[src/rtl/m_ctrl_pkg.sv]
// m_ctrl_pkg: shared encodings for the multi-cycle MIPS control unit.
// Holds state codes, opcode/funct values, ALU_operation codes, datapath
// mux-select encodings and the packed bundle of datapath control outputs.
package m_ctrl_pkg;
    typedef enum logic [4:0] {
        S_IF, S_ID, S_MA, S_MRD, S_MWR, S_WBL, S_EXR, S_WBR,
        S_EXI, S_WBI, S_BR, S_J, S_JAL, S_JR, S_LUI, S_HALT
    } state_t;
    localparam logic [5:0] OP_R = 6'b000000, OP_LW = 6'b100011, OP_SW = 6'b101011;
    localparam logic [5:0] OP_BEQ = 6'b000100, OP_BNE = 6'b000101;
    localparam logic [5:0] OP_J = 6'b000010, OP_JAL = 6'b000011, OP_LUI = 6'b001111;
    localparam logic [5:0] OP_ADDI = 6'b001000, OP_SLTI = 6'b001010, OP_ANDI = 6'b001100;
    localparam logic [5:0] OP_ORI = 6'b001101, OP_XORI = 6'b001110;
    localparam logic [5:0] F_ADD = 6'b100000, F_SUB = 6'b100010, F_AND = 6'b100100;
    localparam logic [5:0] F_OR = 6'b100101, F_XOR = 6'b100110, F_NOR = 6'b100111;
    localparam logic [5:0] F_SLT = 6'b101010, F_SRL = 6'b000010, F_JR = 6'b001000;
    localparam logic [2:0] ALU_AND = 3'b000, ALU_OR = 3'b001, ALU_ADD = 3'b010, ALU_XOR = 3'b011;
    localparam logic [2:0] ALU_NOR = 3'b100, ALU_SRL = 3'b101, ALU_SUB = 3'b110, ALU_SLT = 3'b111;
    localparam logic [1:0] MTR_ALU = 2'b00, MTR_MDR = 2'b01, MTR_LUI = 2'b10, MTR_PC = 2'b11;
    localparam logic [1:0] RD_RT = 2'b00, RD_RD = 2'b01, RD_31 = 2'b10;
    localparam logic [1:0] SB_B = 2'b00, SB_4 = 2'b01, SB_IMM = 2'b10, SB_IMM2 = 2'b11;
    localparam logic [1:0] PS_ALU = 2'b00, PS_ALUOUT = 2'b01, PS_JUMP = 2'b10, PS_A = 2'b11;
    typedef struct packed {
        logic       PCWrite;
        logic       PCWriteCond;
        logic       IorD;
        logic       IRWrite;
        logic       ALUSrcA;
        logic       RegWrite;
        logic       Branch;
        logic [1:0] MemtoReg;
        logic [1:0] RegDst;
        logic [1:0] ALUSrcB;
        logic [1:0] PCSource;
        logic [2:0] ALU_operation;
        logic       MemRead;
        logic       MemWrite;
        logic       CPU_MIO;
    } ctrl_t;
endpackage

[src/rtl/m_ctrl_fsm_if.sv]
// m_ctrl_fsm_if: control-unit <-> datapath/bus signal bundle.
// master (control unit): in Inst, zero, overflow, MIO_ready; out ctl, state,
// mem_timeout, illegal. slave (datapath side): the mirror image.
interface m_ctrl_fsm_if;
    import m_ctrl_pkg::*;
    logic [31:0] Inst;
    logic        zero;
    logic        overflow;
    logic        MIO_ready;
    ctrl_t       ctl;
    logic [4:0]  state;
    logic        mem_timeout;
    logic        illegal;
    modport master (input Inst, zero, overflow, MIO_ready, output ctl, state, mem_timeout, illegal);
    modport slave (output Inst, zero, overflow, MIO_ready, input ctl, state, mem_timeout, illegal);
endinterface

[src/rtl/m_alu_dec.sv]
// m_alu_dec: opcode/funct -> ALU_operation decoder for R-type and I-type ALU ops.
// Ports: op_i, funct_i in; alu_op_o ALU code, alu_ok_o instruction is a known
// ALU op, ovf_en_o overflow is meaningful (add, sub, addi).
module m_alu_dec
    import m_ctrl_pkg::*;
(
    input  logic [5:0] op_i,
    input  logic [5:0] funct_i,
    output logic [2:0] alu_op_o,
    output logic       alu_ok_o,
    output logic       ovf_en_o
);
    always_comb begin
        alu_op_o = ALU_ADD;
        alu_ok_o = 1'b1;
        ovf_en_o = 1'b0;
        if (op_i == OP_R) begin
            case (funct_i)
                F_ADD: begin alu_op_o = ALU_ADD; ovf_en_o = 1'b1; end
                F_SUB: begin alu_op_o = ALU_SUB; ovf_en_o = 1'b1; end
                F_AND: alu_op_o = ALU_AND;
                F_OR:  alu_op_o = ALU_OR;
                F_XOR: alu_op_o = ALU_XOR;
                F_NOR: alu_op_o = ALU_NOR;
                F_SLT: alu_op_o = ALU_SLT;
                F_SRL: alu_op_o = ALU_SRL;
                default: alu_ok_o = 1'b0;
            endcase
        end else begin
            case (op_i)
                OP_ADDI: begin alu_op_o = ALU_ADD; ovf_en_o = 1'b1; end
                OP_SLTI: alu_op_o = ALU_SLT;
                OP_ANDI: alu_op_o = ALU_AND;
                OP_ORI:  alu_op_o = ALU_OR;
                OP_XORI: alu_op_o = ALU_XOR;
                default: alu_ok_o = 1'b0;
            endcase
        end
    end
endmodule

[src/rtl/m_ctrl_fsm.sv]
// m_ctrl_fsm: multi-cycle MIPS control unit (Moore FSM) sequencing M_datapath.
// Ports: clk, reset (async, active-high), ctrl (m_ctrl_fsm_if.master).
// Parameter MEM_TIMEOUT: memory-wait watchdog in cycles, 0 disables it.
// Macro ILLEGAL_TRAP_EN: illegal instructions trap to HALT instead of acting as NOPs.
module m_ctrl_fsm
    import m_ctrl_pkg::*;
#(
    parameter int MEM_TIMEOUT = 0
) (
    input logic          clk,
    input logic          reset,
    m_ctrl_fsm_if.master ctrl
);
    state_t      state_q, state_d;
    logic        ovf_q, ovf_d, to_q, to_hit, wait_st;
    logic [15:0] cnt_q, cnt_d;
    logic [5:0]  op, funct;
    logic [2:0]  alu_op;
    logic        alu_ok, ovf_en, unused;
    ctrl_t       c;
`ifdef ILLEGAL_TRAP_EN
    localparam state_t S_BAD = S_HALT;
    assign ctrl.illegal = state_q == S_HALT;
`else
    localparam state_t S_BAD = S_IF;
    assign ctrl.illegal = 1'b0;
`endif
    assign op = ctrl.Inst[31:26];
    assign funct = ctrl.Inst[5:0];
    assign unused = ^{ctrl.zero, ctrl.Inst[25:6]};
    m_alu_dec u_dec (.op_i(op), .funct_i(funct), .alu_op_o(alu_op), .alu_ok_o(alu_ok), .ovf_en_o(ovf_en));
    // Counter only runs while stalled on memory; any state change or a timeout restarts it.
    assign wait_st = (state_q == S_IF || state_q == S_MRD || state_q == S_MWR) && !ctrl.MIO_ready;
    assign to_hit = (MEM_TIMEOUT > 0) && wait_st && (cnt_q == 16'(MEM_TIMEOUT - 1));
    assign cnt_d = (MEM_TIMEOUT > 0 && wait_st && !to_hit) ? cnt_q + 16'd1 : '0;
    assign ovf_d = (state_q == S_EXR || state_q == S_EXI) ? ctrl.overflow & ovf_en : ovf_q;
    always_ff @(posedge clk or posedge reset) begin
        if (reset) begin
            state_q <= S_IF;
            ovf_q <= 1'b0;
            cnt_q <= '0;
            to_q <= 1'b0;
        end else begin
            state_q <= state_d;
            ovf_q <= ovf_d;
            cnt_q <= cnt_d;
            to_q <= to_q | to_hit;
        end
    end
    always_comb begin
        state_d = state_q;
        case (state_q)
            S_IF:  state_d = ctrl.MIO_ready ? S_ID : S_IF;
            S_ID: begin
                case (op)
                    OP_LW, OP_SW:   state_d = S_MA;
                    OP_R:           state_d = funct == F_JR ? S_JR : alu_ok ? S_EXR : S_BAD;
                    OP_BEQ, OP_BNE: state_d = S_BR;
                    OP_J:           state_d = S_J;
                    OP_JAL:         state_d = S_JAL;
                    OP_LUI:         state_d = S_LUI;
                    default:        state_d = alu_ok ? S_EXI : S_BAD;
                endcase
            end
            S_MA:   state_d = op == OP_LW ? S_MRD : S_MWR;
            S_MRD:  state_d = ctrl.MIO_ready ? S_WBL : to_hit ? S_IF : S_MRD;
            S_MWR:  state_d = (ctrl.MIO_ready || to_hit) ? S_IF : S_MWR;
            S_EXR:  state_d = S_WBR;
            S_EXI:  state_d = S_WBI;
            S_HALT: state_d = S_HALT;
            default: state_d = S_IF;
        endcase
    end
    always_comb begin
        c = '0;
        case (state_q)
            S_IF: begin
                c.MemRead = 1'b1;
                c.CPU_MIO = 1'b1;
                c.ALUSrcB = SB_4;
                c.ALU_operation = ALU_ADD;
                c.IRWrite = ctrl.MIO_ready;
                c.PCWrite = ctrl.MIO_ready;
            end
            S_ID: begin
                c.ALUSrcB = SB_IMM2;
                c.ALU_operation = ALU_ADD;
            end
            S_MA: begin
                c.ALUSrcA = 1'b1;
                c.ALUSrcB = SB_IMM;
                c.ALU_operation = ALU_ADD;
            end
            S_MRD: begin
                c.IorD = 1'b1;
                c.MemRead = 1'b1;
                c.CPU_MIO = 1'b1;
            end
            S_MWR: begin
                c.IorD = 1'b1;
                c.MemWrite = 1'b1;
                c.CPU_MIO = 1'b1;
            end
            S_WBL: begin
                c.RegWrite = 1'b1;
                c.MemtoReg = MTR_MDR;
            end
            S_EXR: begin
                c.ALUSrcA = 1'b1;
                c.ALU_operation = alu_op;
            end
            S_WBR: begin
                c.RegWrite = !ovf_q;
                c.RegDst = RD_RD;
            end
            S_EXI: begin
                c.ALUSrcA = 1'b1;
                c.ALUSrcB = SB_IMM;
                c.ALU_operation = alu_op;
            end
            S_WBI: c.RegWrite = !ovf_q;
            S_BR: begin
                c.ALUSrcA = 1'b1;
                c.ALU_operation = ALU_SUB;
                c.PCSource = PS_ALUOUT;
                c.PCWriteCond = 1'b1;
                c.Branch = op == OP_BEQ;
            end
            S_J: begin
                c.PCWrite = 1'b1;
                c.PCSource = PS_JUMP;
            end
            S_JAL: begin
                c.PCWrite = 1'b1;
                c.PCSource = PS_JUMP;
                c.RegWrite = 1'b1;
                c.RegDst = RD_31;
                c.MemtoReg = MTR_PC;
            end
            S_JR: begin
                c.PCWrite = 1'b1;
                c.PCSource = PS_A;
            end
            S_LUI: begin
                c.RegWrite = 1'b1;
                c.MemtoReg = MTR_LUI;
            end
            default: c = '0;
        endcase
    end
    // Reset is asynchronous, so strobes must drop as soon as it rises, not at the next edge.
    assign ctrl.ctl = reset ? '0 : c;
    assign ctrl.state = state_q;
    assign ctrl.mem_timeout = to_q;
endmodule

[src/flat_wrapper.sv]
// flat-port wrapper written by rule: the top's interface ports become plain ports
module m_ctrl_fsm_flat import m_ctrl_pkg::*;
#(
    parameter int MEM_TIMEOUT = 0
)
  (clk, reset, ctrl_Inst, ctrl_zero, ctrl_overflow, ctrl_MIO_ready, ctrl_ctl, ctrl_state, ctrl_mem_timeout, ctrl_illegal);
  m_ctrl_fsm_if ctrl_i ();
  input logic clk;
  input logic reset;
  input wire logic [$bits(ctrl_i.Inst)-1:0] ctrl_Inst;
  input wire logic [$bits(ctrl_i.zero)-1:0] ctrl_zero;
  input wire logic [$bits(ctrl_i.overflow)-1:0] ctrl_overflow;
  input wire logic [$bits(ctrl_i.MIO_ready)-1:0] ctrl_MIO_ready;
  output wire logic [$bits(ctrl_i.ctl)-1:0] ctrl_ctl;
  output wire logic [$bits(ctrl_i.state)-1:0] ctrl_state;
  output wire logic [$bits(ctrl_i.mem_timeout)-1:0] ctrl_mem_timeout;
  output wire logic [$bits(ctrl_i.illegal)-1:0] ctrl_illegal;
  assign ctrl_i.Inst = ctrl_Inst;
  assign ctrl_i.zero = ctrl_zero;
  assign ctrl_i.overflow = ctrl_overflow;
  assign ctrl_i.MIO_ready = ctrl_MIO_ready;
  assign ctrl_ctl = ctrl_i.ctl;
  assign ctrl_state = ctrl_i.state;
  assign ctrl_mem_timeout = ctrl_i.mem_timeout;
  assign ctrl_illegal = ctrl_i.illegal;
  m_ctrl_fsm #(.MEM_TIMEOUT(MEM_TIMEOUT)) u_core (.clk(clk), .reset(reset), .ctrl(ctrl_i));
endmodule
[config.mk]
export PLATFORM = sky130hd
export DESIGN_NAME = m_ctrl_fsm_flat
export DESIGN_NICKNAME = d
export VERILOG_FILES = /design/src/rtl/m_ctrl_pkg.sv /design/src/rtl/m_ctrl_fsm_if.sv /design/src/rtl/m_alu_dec.sv /design/src/rtl/m_ctrl_fsm.sv /design/src/flat_wrapper.sv
export SDC_FILE = /design/constraint.sdc
export NUM_CORES = 1
export LEC_CHECK = 0
export CAP_MARGIN = 40
export CORE_MARGIN = 2
export CORE_UTILIZATION = 40
export CTS_CLUSTER_DIAMETER = 60
export DETAILED_ROUTE_END_ITERATION = 7
export GPL_ROUTABILITY_DRIVEN = 0
export HOLD_SLACK_MARGIN = 0.06
export MAX_ROUTING_LAYER = met4
export PLACE_DENSITY = 0.84
export SLEW_MARGIN = 20
export SYNTH_ARGS = -nofsm -noshare
export SYNTH_HDL_FRONTEND = slang
export SYNTH_HIERARCHICAL = 1
export SYNTH_SLANG_ARGS = --single-unit
[constraint.sdc]
create_clock -name clk -period 3.05 [get_ports clk]
set_clock_uncertainty 0.1 [all_clocks]
set_input_delay 0.7625 -clock clk [delete_from_list [all_inputs] [get_ports clk]]
set_output_delay 0.7625 -clock clk [all_outputs]
set_load 0.01 [all_outputs]
Yosys cells after proc, flatten, opt, wreduce, memory -nomap -nowiden --
Index checks and enable logic that the tools add are counted. W data, S select, Z words.
Operators by class: multiplexer cells 34, div/mod/pow operators 0, bitwise gates (word level) 1, equality and inequality tests 36, multipliers 0, shift-type cells 0, reduce and logical (&&, ||, !) cells 20, order comparisons 0, add/sub/neg operators 0
Operators by type and width (number):
- $eq A6 B6 Y1 const B | 9
- $eq A6 B4 Y1 const B | 7
- $eq A5 B4 Y1 const B | 8
- $pmux W5 S8 | 1
- $pmux W5 S6 | 1
- $mux W21 | 1
- $pmux W3 S7 | 1
- $eq A5 B3 Y1 const B | 4
- $eq A6 B2 Y1 const B | 3
- $pmux W2 S3 | 3
- $reduce_or A2 Y1 | 9
- $mux W1 | 15
- $mux W3 | 5
- $eq A6 B3 Y1 const B | 2
- $pmux W3 S4 | 1
- $reduce_or A3 Y1 | 4
- $eq A5 B2 Y1 const B | 2
- $pmux W3 S3 | 1
- $reduce_or A8 Y1 | 1
- $logic_not A6 Y1 | 1
- $eq A5 B1 Y1 const B | 1
- $logic_not A5 Y1 | 1
- $mux W5 | 1
- $reduce_or A5 Y1 | 1
- 7 further kinds | 8
Word-level totals: latch bits 0, ROM bits 0, word-level logic and storage cells 93, output and inout port bits 28, memories 0, memory bits (writable) 0, flip-flop bits (word level) 6, input port bits 37

Depth between registers and ports, before layout --
depth after elaboration 8, depth in mapped cells 8

Cells and area by module --
Netlist, hierarchy kept.
By module, submodules not included:
- m_ctrl_fsm | area an instance 988.4 sq um, sequential area each 125.1 sq um, cells each 133, instances 1
- m_alu_dec | area an instance 222.7 sq um, sequential area each 0.0 sq um, cells each 34, instances 1

Least setup slack after synthesis --
OpenSTA, ideal clock, no wires.
path type input-to-output, from input reset, to output ctrl_ctl[20], stages 5, slack 0.300 ns, path buffers 1, data arrival time 1.888 ns, data required time 2.188 ns, cell sequence clkbuf_1 -> nor4_1 -> nor2b_1 -> and2_1 -> or2_2
On the way: word-level cells in the longest chain between the ends 1
Ends and longest elaborated chain:
- start: declaration | line flat_wrapper.sv:9 | input logic reset;
- $mux W21 | line m_ctrl_fsm.sv:152 | assign ctrl.ctl = reset ? '0 : c;
- end: declaration | line flat_wrapper.sv:14 | output wire logic [$bits(ctrl_i.ctl)-1:0] ctrl_ctl;
No other way between the ends.

Worst setup path in the final report --
from input ctrl_Inst[28], to output ctrl_ctl[4]
On the way: word-level cells in the longest chain between the ends 5
Ends and longest elaborated chain:
- start: declaration | line flat_wrapper.sv:10 | input wire logic [$bits(ctrl_i.Inst)-1:0] ctrl_Inst;
- $eq A6 B4 Y1 | line m_alu_dec.sv:30 | case (op_i)
- $pmux W3 S4 | line m_alu_dec.sv:30
- $mux W3 * | line m_alu_dec.sv:17 | if (op_i == OP_R) begin
- named net u_core.alu_op[1] | line m_ctrl_fsm.sv:18 | logic [2:0] alu_op;
- $pmux W3 S3 * | line m_ctrl_fsm.sv:76 | case (state_q)
- $mux W21 * | line m_ctrl_fsm.sv:152
Mark *: on every way through the listed nets, which the timed path passes. The rest lies on a longest branch.

==> key figures <==
Timing
  – Slew Viols, Final: 0
  – Fin crit period: about 3.0 ns
  – Worst rel slew slack: between 60 and 70%
  – Setup Viol. Count Final: 0
  – RSZ-0062 raised after global routing: true
  – Final hold vios: 0
  – Max Fclk: between 0.3 and 0.4 GHz
  – Tcrit/Tclk final: between 90% and 100%
  – Worst slew pin tran: approximately 0.55 ns

Clocking
  – H-tree Lvls: 1
  – # hold bufs at CTS: 0
  – Clock Sink Count: 5
  – Clk buf depth: 2
  – Worst-Skew Late Latency: 0.25 ns
  – Root buffer selected by CTS: clkbuf_4
  – Clk slew on worst S/H paths: roughly 0.05 ns
  – CTS tree: done
  – CTS Buf Count: 3

Floorplanning
  – Die Span Y: around 60 µm
  – Core area: around 2800 µm²
  – Initial Utilization: 43.2%
  – # IOs: 65
  – Rows: 19
  – Chip width: approximately 59 µm
  – Die ar.: 3480 µm²

Logic synthesis
  – Post-synth ARST share: 100%
  – Combinational family with the most area after synthesis: simple AND/OR/NAND/NOR gates
  – Ys flop type: dfrtp_1
  – Top cells by count, synth: nor2_1 (17), nand2_1 (12), nor3_1 (11), a21oi_1 (9), nor2b_1 (8)
  – Top post-synthesis cells by area: dfrtp_1 (10%), buf_6 (5.6%), nor2_1 (5.3%), nor3_1 (4.5%), nor2b_1 (4.1%)
  – Post-Synth Adder-Cell Area: 0%
  – Simple logic cell fraction of the synthesized area: ~42%
  – Xor/xnor share of the synthesized area: around 2.2%
  – Number of synthesized register bits: 5
  – EDFF count, synth: 0
  – Sequential fraction of the synthesis area: roughly a tenth
  – Unique cell type count in the Yosys netlist: between 60 and 70
  – Syn Inst Count: approximately 170
  – Most frequent cell after synthesis: nor2_1
  – Compound-Gate Fraction of Synth Area: approximately 29%
  – Post-synth top area share: just over 10%
  – Post-synth top area cell: dfrtp_1
  – Synthesized cell area: 1210 µm²
  – Multiplexer share of the synthesized area: ~2.5%
  – Synth Warn #: 6
  – Syn Area/Cell: roughly 7.3 µm²

Run
  – Max_cap viols: 0

Layout
  – # diodes: 0
  – Share of cells above drive strength 1: between 30% and 40%
  – P&R area growth vs syn: 53.8%
  – Cell area after layout: 1860 µm²
  – Final net count: around 270
  – Post-route insts no fill: 267

Global routing
  – Largest net degree at the start of global routing: 17
  – Vias in the first global route: about 1400
  – Aggregate global routing overflow: 0
  – First-pass GRT wire length: between 6000 and 7000 µm
  – GRT Overall Usage: 23.3%
  – Initial antenna violation count: 0

Power
  – VDD IR max: a little under 400 µV
  – PD cells: about 430 nW/µm²
  – Cell leakage power: around 0.85 nW

Critical path
  – Critical path arrival: 2.17 ns
  – Critical path class: input pin to output port
  – CP Max Fanout: 3
  – CP Capture Type: output port
  – Worst Setup Start Kind: input pin
  – WP data required: between 2 and 2.5 ns

Worst hold path
  – Worst min-delay path class: register to register

Drt
  – Detailed Route Iter0 Violations: a little over 50
  – # DRC: 0
  – Routed Antenna Nets: 0
  – Initial DRT Pass Iterations: 4
  – Total vias in the final route: about 1600
  – Routed vias/inst: 5.82
  – DR WL/cell: about 14 µm
  – Routed wire length: between 3000 and 4000 µm

Placed design
  – DP HPWL: between 2000 and 3000 µm
  – Post-DP Area: 1800 µm²
  – Port Buffers: 40
  – Placed instance count: ~260

Run status
  – Outcome: completed
layout make-up:
cell class	count	area (µm²)
fillers	224	942
flip-flops and latches	5	126
inverters	6	22.5
clock buffers	4	26.3
multi-input cells	142	991
well taps	31	38.8
repair buffers	79	658
registers in the layout, indices dropped and copies added (netlist names):
name,cells
u_core/ctrl.state,4
u_core/ovf_q,1
kinds of logic after synthesis:
family | count (synthesis)
flops | 5
xor+xnor | 3
other cells | 1
simple gates | 88
buf+inv | 22
mux | 3
compound gates | 45
what timing repair did:
item | 4_1_cts | 5_1_grt
endpoints found under the setup margin | 17 | 7
resized for setup | 38 | 17
pin swaps | 8 | 5
buffers inserted | 2 | 0
through the flow:
stage / utilization (%) / setup slack (ns) / hold WS [ns] / power, mW / setup TNS (ns)
floorplan: - / 0.300 / 0.429 / 0.482 / 0
global placement: 64.1 / -0.748 / 0.455 / 0.684 / -3.27
detailed placement: 64.1 / -0.778 / 0.459 / 0.691 / -3.40
CTS: 66.5 / -0.125 / 0.471 / 0.785 / -0.125
global route: 66.4 / -0.0780 / 0.489 / 0.850 / -0.0780
finish: 66.4 / 0.0207 / 0.480 / 0.793 / 0
layout by cell type (no fill, tap or decap), types with 6 or more instances in the layout:
master / count
buf_4: 39
clkdlybuf4s50_1: 18
nor2_1: 13
nand2_1: 12
nor3_1: 11
a21oi_1: 9
dlygate4sd2_1: 8
o21ai_0: 7
dlymetal6s2s_1: 6
nor2b_1: 6
power by group:
| part | total [mW] | leakage, nW | internal (mW) | switching (mW) |
|---|---|---|---|---|
| sequential | 0.118 | 0.0655 | 0.0879 | 0.0300 |
| combinational | 0.592 | 0.769 | 0.299 | 0.294 |
| clock | 0.0825 | 0.0150 | 0.0498 | 0.0327 |
| total | 0.793 | 0.850 | 0.436 | 0.356 |
worst paths after layout:
| check | startpoint | end | slack, ns | cells past startpoint |
|---|---|---|---|---|
| worst max register to register | u_core/ctrl.state[3] | u_core/ctrl.state[2] | 1.31 | 5 |
| worst min-delay path | u_core/ovf_q | u_core/ovf_q | 0.48 | 2 |
| max in group asynchronous | reset | u_core/ctrl.state[1] | 2.09 | 3 |
| min in group asynchronous | reset | u_core/ovf_q | 0.62 | 3 |
| worst max-delay path | ctrl_Inst[28] | ctrl_ctl[4] | 0.02 | 10 |
| worst min register to register | u_core/ovf_q | u_core/ovf_q | 0.48 | 2 |
layer usage:
metal	up-vias	GRT usage, %	part of all wire, %
met1	732	30.7	44
met5	-	-	0
li1	756	-	-
met2	57	35.9	48
met4	0	6.49	1.5
met3	8	5.46	5.8
worst max-delay path: stages:
cell and delay, ns:
dlygate4sd2_1 0.26, nor2_2 0.15, nand3_2 0.11, nor3_2 0.19, buf_4 0.14, a32oi_2 0.06
a22oi_1 0.16, o32a_1 0.17, nor2_1 0.04, buf_2 0.13
Note: power is estimated with default switching activity, not from simulation.
